[src/rtl/fetch_unit_if.sv]
// Instruction-memory request/ready bus between the fetch stage and imem.
// Single outstanding request. imem_addr is held while imem_req is high and imem_ready is low.
// Backpressure: imem_ready low holds the request. No data is accepted from an earlier address.
//
// Ports:
//   imem_req   - fetch request. imem_addr is valid while this is high.
//   imem_addr  - word-aligned fetch address.
//   imem_ready - imem_rdata is valid for the current imem_addr this cycle.
//   imem_rdata - returned instruction word.
interface fetch_unit_if;
   logic        imem_req;
   logic [31:0] imem_addr;
   logic        imem_ready;
   logic [31:0] imem_rdata;

   // Fetch-stage side.
   modport master (
      output imem_req,
      output imem_addr,
      input  imem_ready,
      input  imem_rdata
   );

   // Memory side.
   modport slave (
      input  imem_req,
      input  imem_addr,
      output imem_ready,
      output imem_rdata
   );
endinterface

[src/rtl/fetch_unit.sv]
// Multicycle RV32I fetch stage: owns the PC, fetches one word at a time and holds it for decode.
// Latency: a word returned in cycle N is presented with instr_valid in cycle N+1. Peak rate is one word per 2 cycles.
// Backpressure: imem_ready low holds the stage in REQ. stall high freezes FULL. redirect overrides both.
//
// Ports:
//   clk, rst    - rising-edge clock and synchronous active-high reset.
//   imem        - request/ready bus to instruction memory (master side).
//   stall       - decode holds the current instruction.
//   redirect    - load redirect_pc as the next fetch address.
//   redirect_pc - redirect target. A misaligned target locks the stage in ERROR until reset.
//   Instr       - instruction register.
//   PC          - address of Instr.
//   PCPlus4     - PC + 4, wrapping at 2^32.
//   ImmSrc      - immediate format decoded from the Instr opcode.
//   instr_valid - Instr, PC, PCPlus4 and ImmSrc are valid.
//   fetch_error - sticky misaligned-redirect flag.
module fetch_unit #(
   parameter logic [31:0] RESET_PC = 32'h0000_0000
) (
   input  logic         clk,
   input  logic         rst,
   fetch_unit_if.master imem,
   input  logic         stall,
   input  logic         redirect,
   input  logic [31:0]  redirect_pc,
   output logic [31:0]  Instr,
   output logic [2:0]   ImmSrc,
   output logic [31:0]  PC,
   output logic [31:0]  PCPlus4,
   output logic         instr_valid,
   output logic         fetch_error
);

   localparam logic [31:0] NOP_INSTR = 32'h0000_0013;

   // Opcodes that select a non-I immediate format, or that are I-type.
   localparam logic [6:0] OP_LOAD   = 7'b0000011;
   localparam logic [6:0] OP_IMM    = 7'b0010011;
   localparam logic [6:0] OP_JALR   = 7'b1100111;
   localparam logic [6:0] OP_STORE  = 7'b0100011;
   localparam logic [6:0] OP_BRANCH = 7'b1100011;
   localparam logic [6:0] OP_JAL    = 7'b1101111;
   localparam logic [6:0] OP_LUI    = 7'b0110111;
   localparam logic [6:0] OP_AUIPC  = 7'b0010111;

   localparam logic [2:0] IMM_I = 3'd0;
   localparam logic [2:0] IMM_S = 3'd1;
   localparam logic [2:0] IMM_B = 3'd2;
   localparam logic [2:0] IMM_J = 3'd3;
   localparam logic [2:0] IMM_U = 3'd4;

   typedef enum logic [1:0] {
      S_REQ   = 2'd0,
      S_FULL  = 2'd1,
      S_ERROR = 2'd2
   } state_t;

   state_t      state_q;
   logic [31:0] pc_q;        // next fetch address
   logic [31:0] instr_q;     // instruction register
   logic [31:0] instr_pc_q;  // address of instr_q
   logic        valid_q;
   logic        error_q;

   logic [31:0] pc_inc_d;
   logic        redir_ok_d;
   logic        redir_bad_d;

   assign pc_inc_d    = pc_q + 32'd4;
   assign redir_ok_d  = redirect && (redirect_pc[1:0] == 2'b00);
   assign redir_bad_d = redirect && (redirect_pc[1:0] != 2'b00);

   // Single-process FSM. Every output other than imem_req, PCPlus4 and ImmSrc
   // comes straight from a register updated here.
   always_ff @(posedge clk) begin
      if (rst) begin
         state_q    <= S_REQ;
         pc_q       <= RESET_PC;
         instr_q    <= NOP_INSTR;
         instr_pc_q <= RESET_PC;
         valid_q    <= 1'b0;
         error_q    <= 1'b0;
      end else begin
         case (state_q)
            S_REQ: begin
               if (redir_bad_d) begin
                  pc_q    <= redirect_pc;
                  state_q <= S_ERROR;
                  error_q <= 1'b1;
               end else if (redir_ok_d) begin
                  // A word returned in this same cycle belongs to the old
                  // path. Drop it and restart the request at the target.
                  pc_q    <= redirect_pc;
                  state_q <= S_REQ;
               end else if (imem.imem_ready) begin
                  instr_q    <= imem.imem_rdata;
                  instr_pc_q <= pc_q;
                  pc_q       <= pc_inc_d;
                  valid_q    <= 1'b1;
                  state_q    <= S_FULL;
               end
            end
            S_FULL: begin
               if (redir_bad_d) begin
                  pc_q    <= redirect_pc;
                  valid_q <= 1'b0;
                  error_q <= 1'b1;
                  state_q <= S_ERROR;
               end else if (redir_ok_d) begin
                  // The held instruction is dropped even if decode is stalled.
                  pc_q    <= redirect_pc;
                  valid_q <= 1'b0;
                  state_q <= S_REQ;
               end else if (!stall) begin
                  valid_q <= 1'b0;
                  state_q <= S_REQ;
               end
            end
            default: begin
               // ERROR: parked until reset. Redirects are ignored.
               state_q <= S_ERROR;
            end
         endcase
      end
   end

   // The request is held off during reset so that memory never sees a fetch
   // from an address that is about to be replaced.
   assign imem.imem_req  = (state_q == S_REQ) && !rst;
   assign imem.imem_addr = pc_q;

   assign Instr       = instr_q;
   assign PC          = instr_pc_q;
   assign PCPlus4     = instr_pc_q + 32'd4;
   assign instr_valid = valid_q;
   assign fetch_error = error_q;

   always_comb begin
      ImmSrc = IMM_I;
      case (instr_q[6:0])
         OP_LOAD, OP_IMM, OP_JALR: ImmSrc = IMM_I;
         OP_STORE:                 ImmSrc = IMM_S;
         OP_BRANCH:                ImmSrc = IMM_B;
         OP_JAL:                   ImmSrc = IMM_J;
         OP_LUI, OP_AUIPC:         ImmSrc = IMM_U;
         default:                  ImmSrc = IMM_I;
      endcase
   end

endmodule

[src/flat_wrapper.sv]
// flat-port wrapper written by rule: the top's interface ports become plain ports
module fetch_unit_flat 
#(
   parameter logic [31:0] RESET_PC = 32'h0000_0000
)
  (clk, rst, stall, redirect, redirect_pc, Instr, ImmSrc, PC, PCPlus4, instr_valid, fetch_error, imem_imem_req, imem_imem_addr, imem_imem_ready, imem_imem_rdata);
  fetch_unit_if imem_i ();
  input  logic clk;
  input  logic rst;
  input  logic stall;
  input  logic redirect;
  input  logic [31:0] redirect_pc;
  output logic [31:0] Instr;
  output logic [2:0] ImmSrc;
  output logic [31:0] PC;
  output logic [31:0] PCPlus4;
  output logic instr_valid;
  output logic fetch_error;
  output wire logic [$bits(imem_i.imem_req)-1:0] imem_imem_req;
  output wire logic [$bits(imem_i.imem_addr)-1:0] imem_imem_addr;
  input wire logic [$bits(imem_i.imem_ready)-1:0] imem_imem_ready;
  input wire logic [$bits(imem_i.imem_rdata)-1:0] imem_imem_rdata;
  assign imem_imem_req = imem_i.imem_req;
  assign imem_imem_addr = imem_i.imem_addr;
  assign imem_i.imem_ready = imem_imem_ready;
  assign imem_i.imem_rdata = imem_imem_rdata;
  fetch_unit #(.RESET_PC(RESET_PC)) u_core (.clk(clk), .rst(rst), .imem(imem_i), .stall(stall), .redirect(redirect), .redirect_pc(redirect_pc), .Instr(Instr), .ImmSrc(ImmSrc), .PC(PC), .PCPlus4(PCPlus4), .instr_valid(instr_valid), .fetch_error(fetch_error));
endmodule
[config.mk]
export PLATFORM = sky130hd
export DESIGN_NAME = fetch_unit_flat
export DESIGN_NICKNAME = d
export VERILOG_FILES = /design/src/rtl/fetch_unit_if.sv /design/src/rtl/fetch_unit.sv /design/src/flat_wrapper.sv
export SDC_FILE = /design/constraint.sdc
export NUM_CORES = 1
export LEC_CHECK = 0
export ABC_AREA = 1
export CAP_MARGIN = 20
export CORE_ASPECT_RATIO = 0.75
export CORE_MARGIN = 2
export CORE_UTILIZATION = 37
export CTS_CLUSTER_SIZE = 28
export DETAILED_ROUTE_END_ITERATION = 6
export PLACE_DENSITY = 0.78
export SLEW_MARGIN = 20
export SYNTH_ARGS = -nofsm -noshare
export SYNTH_HDL_FRONTEND = slang
export SYNTH_SLANG_ARGS = --single-unit
export TNS_END_PERCENT = 50
[constraint.sdc]
create_clock -name clk -period 1.7 [get_ports clk]
set_input_delay 0.34 -clock clk [delete_from_list [all_inputs] [get_ports clk]]
set_output_delay 0.34 -clock clk [all_outputs]
set_load 0.02 [all_outputs]
==> results.sh <==
export IMPL_status="finished with violations"
export IMPL_violations="setup timing"
export IMPL_antenna_found_initial=0
export IMPL_cts_tree="done"
export IMPL_area_growth_pct=74.3
export IMPL_vdd_ir_drop_max_v=0.000455
export IMPL_yosys_register_bits=100
export IMPL_grt_pass1_wl_mm=32.8
export IMPL_dieArea_um2=15800
export IMPL_final_core_util_pct=65.9
export IMPL_critPathArrivalTime_ns=1.76
export IMPL_dp_hpwl_mm=16.2
export IMPL_synth_distinct_cells=36
export IMPL_avgSynthCellArea_um2=6.46
export IMPL_min_path_type="reg -> reg"
export IMPL_pre_cts_slack_ns=-0.536
export IMPL_core_area_um2=14500
export IMPL_setup_viol=26
export IMPL_hold_buffers=0
export IMPL_ios=203
export IMPL_drtPass1Iterations=5
export IMPL_p_int_w=0.00458
export IMPL_fillers=1259
export IMPL_final_nets=1234
export IMPL_synthesis_nets=918
export IMPL_synth_top_cell_area_share_pct=36.6
export IMPL_p_leak_nw=4.34
export IMPL_p_per_area_nw_per_um2=716
export IMPL_max_stage_delay_ns=0.40
export IMPL_cts_path_max_buffers=2
export IMPL_cp_top_family="simple AND/OR/NAND/NOR gates"
export IMPL_dieHeight_um=109
export IMPL_avgViaCountPerCell=5.11
export IMPL_period_share_pct=123
export IMPL_yosysSeqAreaShare_pct=36.6
export IMPL_synth_cells=847
export IMPL_worst_pin_slew_ns=0.344
export IMPL_grt_pass1_vias=6304
export IMPL_initial_core_util_pct=37.8
export IMPL_slowest_stage="dfxtp_4"
export IMPL_wire_per_inst_um=16.3
export IMPL_required_ns=1.36
export IMPL_path_buf_inv=4
export IMPL_gp_congestion=1.00
export IMPL_route_detailed_drc=0
export IMPL_finClkSkew_ns=0.00889
export IMPL_finalHoldViolCount=0
export IMPL_die_x_um=144
export IMPL_io_buffer_count=202
export IMPL_clock_sinks=100
export IMPL_drv_slew=0
export IMPL_yosysWarnings=0
export IMPL_worstPathCellList="inv_4, nor3_4, nand2_2, inv_2, buf_6, nand3_4, xor2_1, buf_4"
export IMPL_diodes=0
export IMPL_clk_pin_slew_ns=0.07
export IMPL_rows=38
export IMPL_final_cell_area_um2=9530
export IMPL_multiInputGateArea_um2=3460
export IMPL_p_seq_share_pct=40.6
export IMPL_syn_area_um2=5470
export IMPL_ff_latch_area_um2=2070
export IMPL_pwr_share_clk_pct=30.4
export IMPL_layout_setup_ws_ns=-0.398
export IMPL_antenna_left=0
export IMPL_switching_power_w=0.00224
export IMPL_end_kind="primary output"
export IMPL_drive_gt1_share_pct=28.9
export IMPL_holdWs_ns=0.472
export IMPL_worstSetupPathType="reg -> out"
export IMPL_clkLatencyLatePin_ns=0.34
export IMPL_fin_crit_ns=2.10
export IMPL_grt_max_degree=41
export IMPL_clockRootBuffer="clkbuf_16"
export IMPL_fmax_mhz=477
export IMPL_synth_area_leader_cell="dfxtp_1"
export IMPL_grt_use_total_pct=26.6
export IMPL_h_tree_depth=3
export IMPL_cp_start_kind="flop"
export IMPL_crit_fanout=4
export IMPL_pwr_share_comb_pct=29.0
export IMPL_routed_via_count=6991
export IMPL_power_switching_share_pct=32.9
export IMPL_gr_total_overflow=0
export IMPL_yosys_top_cells_area="dfxtp_1 37%, nand2_1 11%, nor2_1 11%, o21ai_0 7.5%, a21oi_1 6.3%"
export IMPL_cts_made_buffers=9
export IMPL_slew_headroom_pct=77.0
export IMPL_place_area_um2=8710
export IMPL_grt_setup_unrepaired="true"
export IMPL_dr_first_iter_drc_count=532
export IMPL_wl_mm=22.2
export IMPL_maxCapViolations=0
-- tightest hold or removal path: stages, from the launching register on --
cell	delay, ns
dfxtp_1	0.32
inv_1	0.05
a21oi_1	0.06
-- power by group through the flow --
stage,combinational [W],sequential [W],clock (W)
final,0.00198,0.00277,0.00208
after global routing,0.00212,0.00279,0.00221
after CTS,0.00192,0.00274,0.00213
after detailed placement,0.00198,0.00279,0
after global placement,0.00196,0.00278,0
after floorplan,0.000643,0.00299,0
-- stage by stage --
stage	std cells	setup TNS, ns	power (W)
after global routing	1368	-9.31	0.00712
after global placement	1333	-19.89	0.00474
after detailed placement	1333	-22.77	0.00477
after floorplan	847	-0.145	0.00363
after CTS	1359	-6.74	0.00679
final	1368	-7.37	0.00683
-- path summary, 6_finish.rpt --
path / from / endpoint / slack (ns) / depth (start not counted)
max: u_core.PC[9] / PCPlus4[26] / -0.40 / 8
min: u_core.fetch_error / u_core.fetch_error / 0.47 / 2
max reg2reg: u_core.imem.imem_addr[12] / u_core.imem.imem_addr[18] / 0.07 / 7
min reg2reg: u_core.fetch_error / u_core.fetch_error / 0.47 / 2
-- final cells by class --
type / count / share of cell area, %
clock inverter: 5 / 0.407
timing repair buffer: 342 / 32.7
tap: 200 / 2.63
clock buffer: 11 / 2.77
multi-input combinational: 626 / 36.4
sequential: 100 / 21.7
inverter: 84 / 3.39
-- cells in the final DEF, fill, tap and decap left out, types with 6 or more instances in the layout --
master	count
nand2_2	17
clkbuf_16	10
nand2_4	7
a21oi_1	69
buf_12	10
nand2_1	144
inv_1	64
dfxtp_4	14
dfxtp_1	72
nand3_2	6
nor3_2	7
buf_4	139
nor2_4	13
nor3_4	6
nor2_1	143
xor2_1	13
nand3_1	28
buf_6	23
inv_2	17
o21ai_1	9
clkdlybuf4s50_1	100
xor2_2	13
nor3_1	9
dfxtp_2	14
o21ai_0	82
nand4_1	16
dlygate4sd2_1	63
nor2_2	15
-- Yosys cell counts (all sizes together) --
master / n
a211oi: 3
a21oi: 69
a31oi: 3
a41oi: 1
buf: 16
clkbuf: 21
dfxtp: 100
ha: 2
inv: 84
nand2: 168
nand3: 37
nand3b: 2
nand4: 17
nor2: 172
nor3: 22
nor4: 2
o211ai: 3
o21ai: 92
o22ai: 1
o32ai: 1
or2: 4
xor2: 27
-- sequential cells by signal, indices dropped and copies added, names as in the netlist --
name,cells
u_core.imem.imem_addr,32
u_core.Instr,32
u_core.instr_valid,1
u_core.state_q,2
u_core.PC,32
u_core.fetch_error,1
-- logic make-up after synthesis --
group           after synthesis  synth area share, %
compound gates              173                 16.4
xor+xnor                     27                 4.32
buf+inv                     121                 8.74
simple gates                424                 33.5
flops                       100                 36.6
fa+ha+maj                     2                0.457
-- what timing repair did --
action	in CTS	in global routing
pin swaps	45	29
gates resized for setup	292	80
buffers inserted	11	10
endpoints found under the setup margin	99	47
-- metal layers --
layer  GRT usage (%)  up-vias  routed length [um]
met5               0        -                   0
met4            6.66        0                 493
met3            6.88       46                2340
met2            41.9      375                9950
met1            36.5     3191                9470
li1                -     3379                   -
Power figures use the tool's default switching activity.
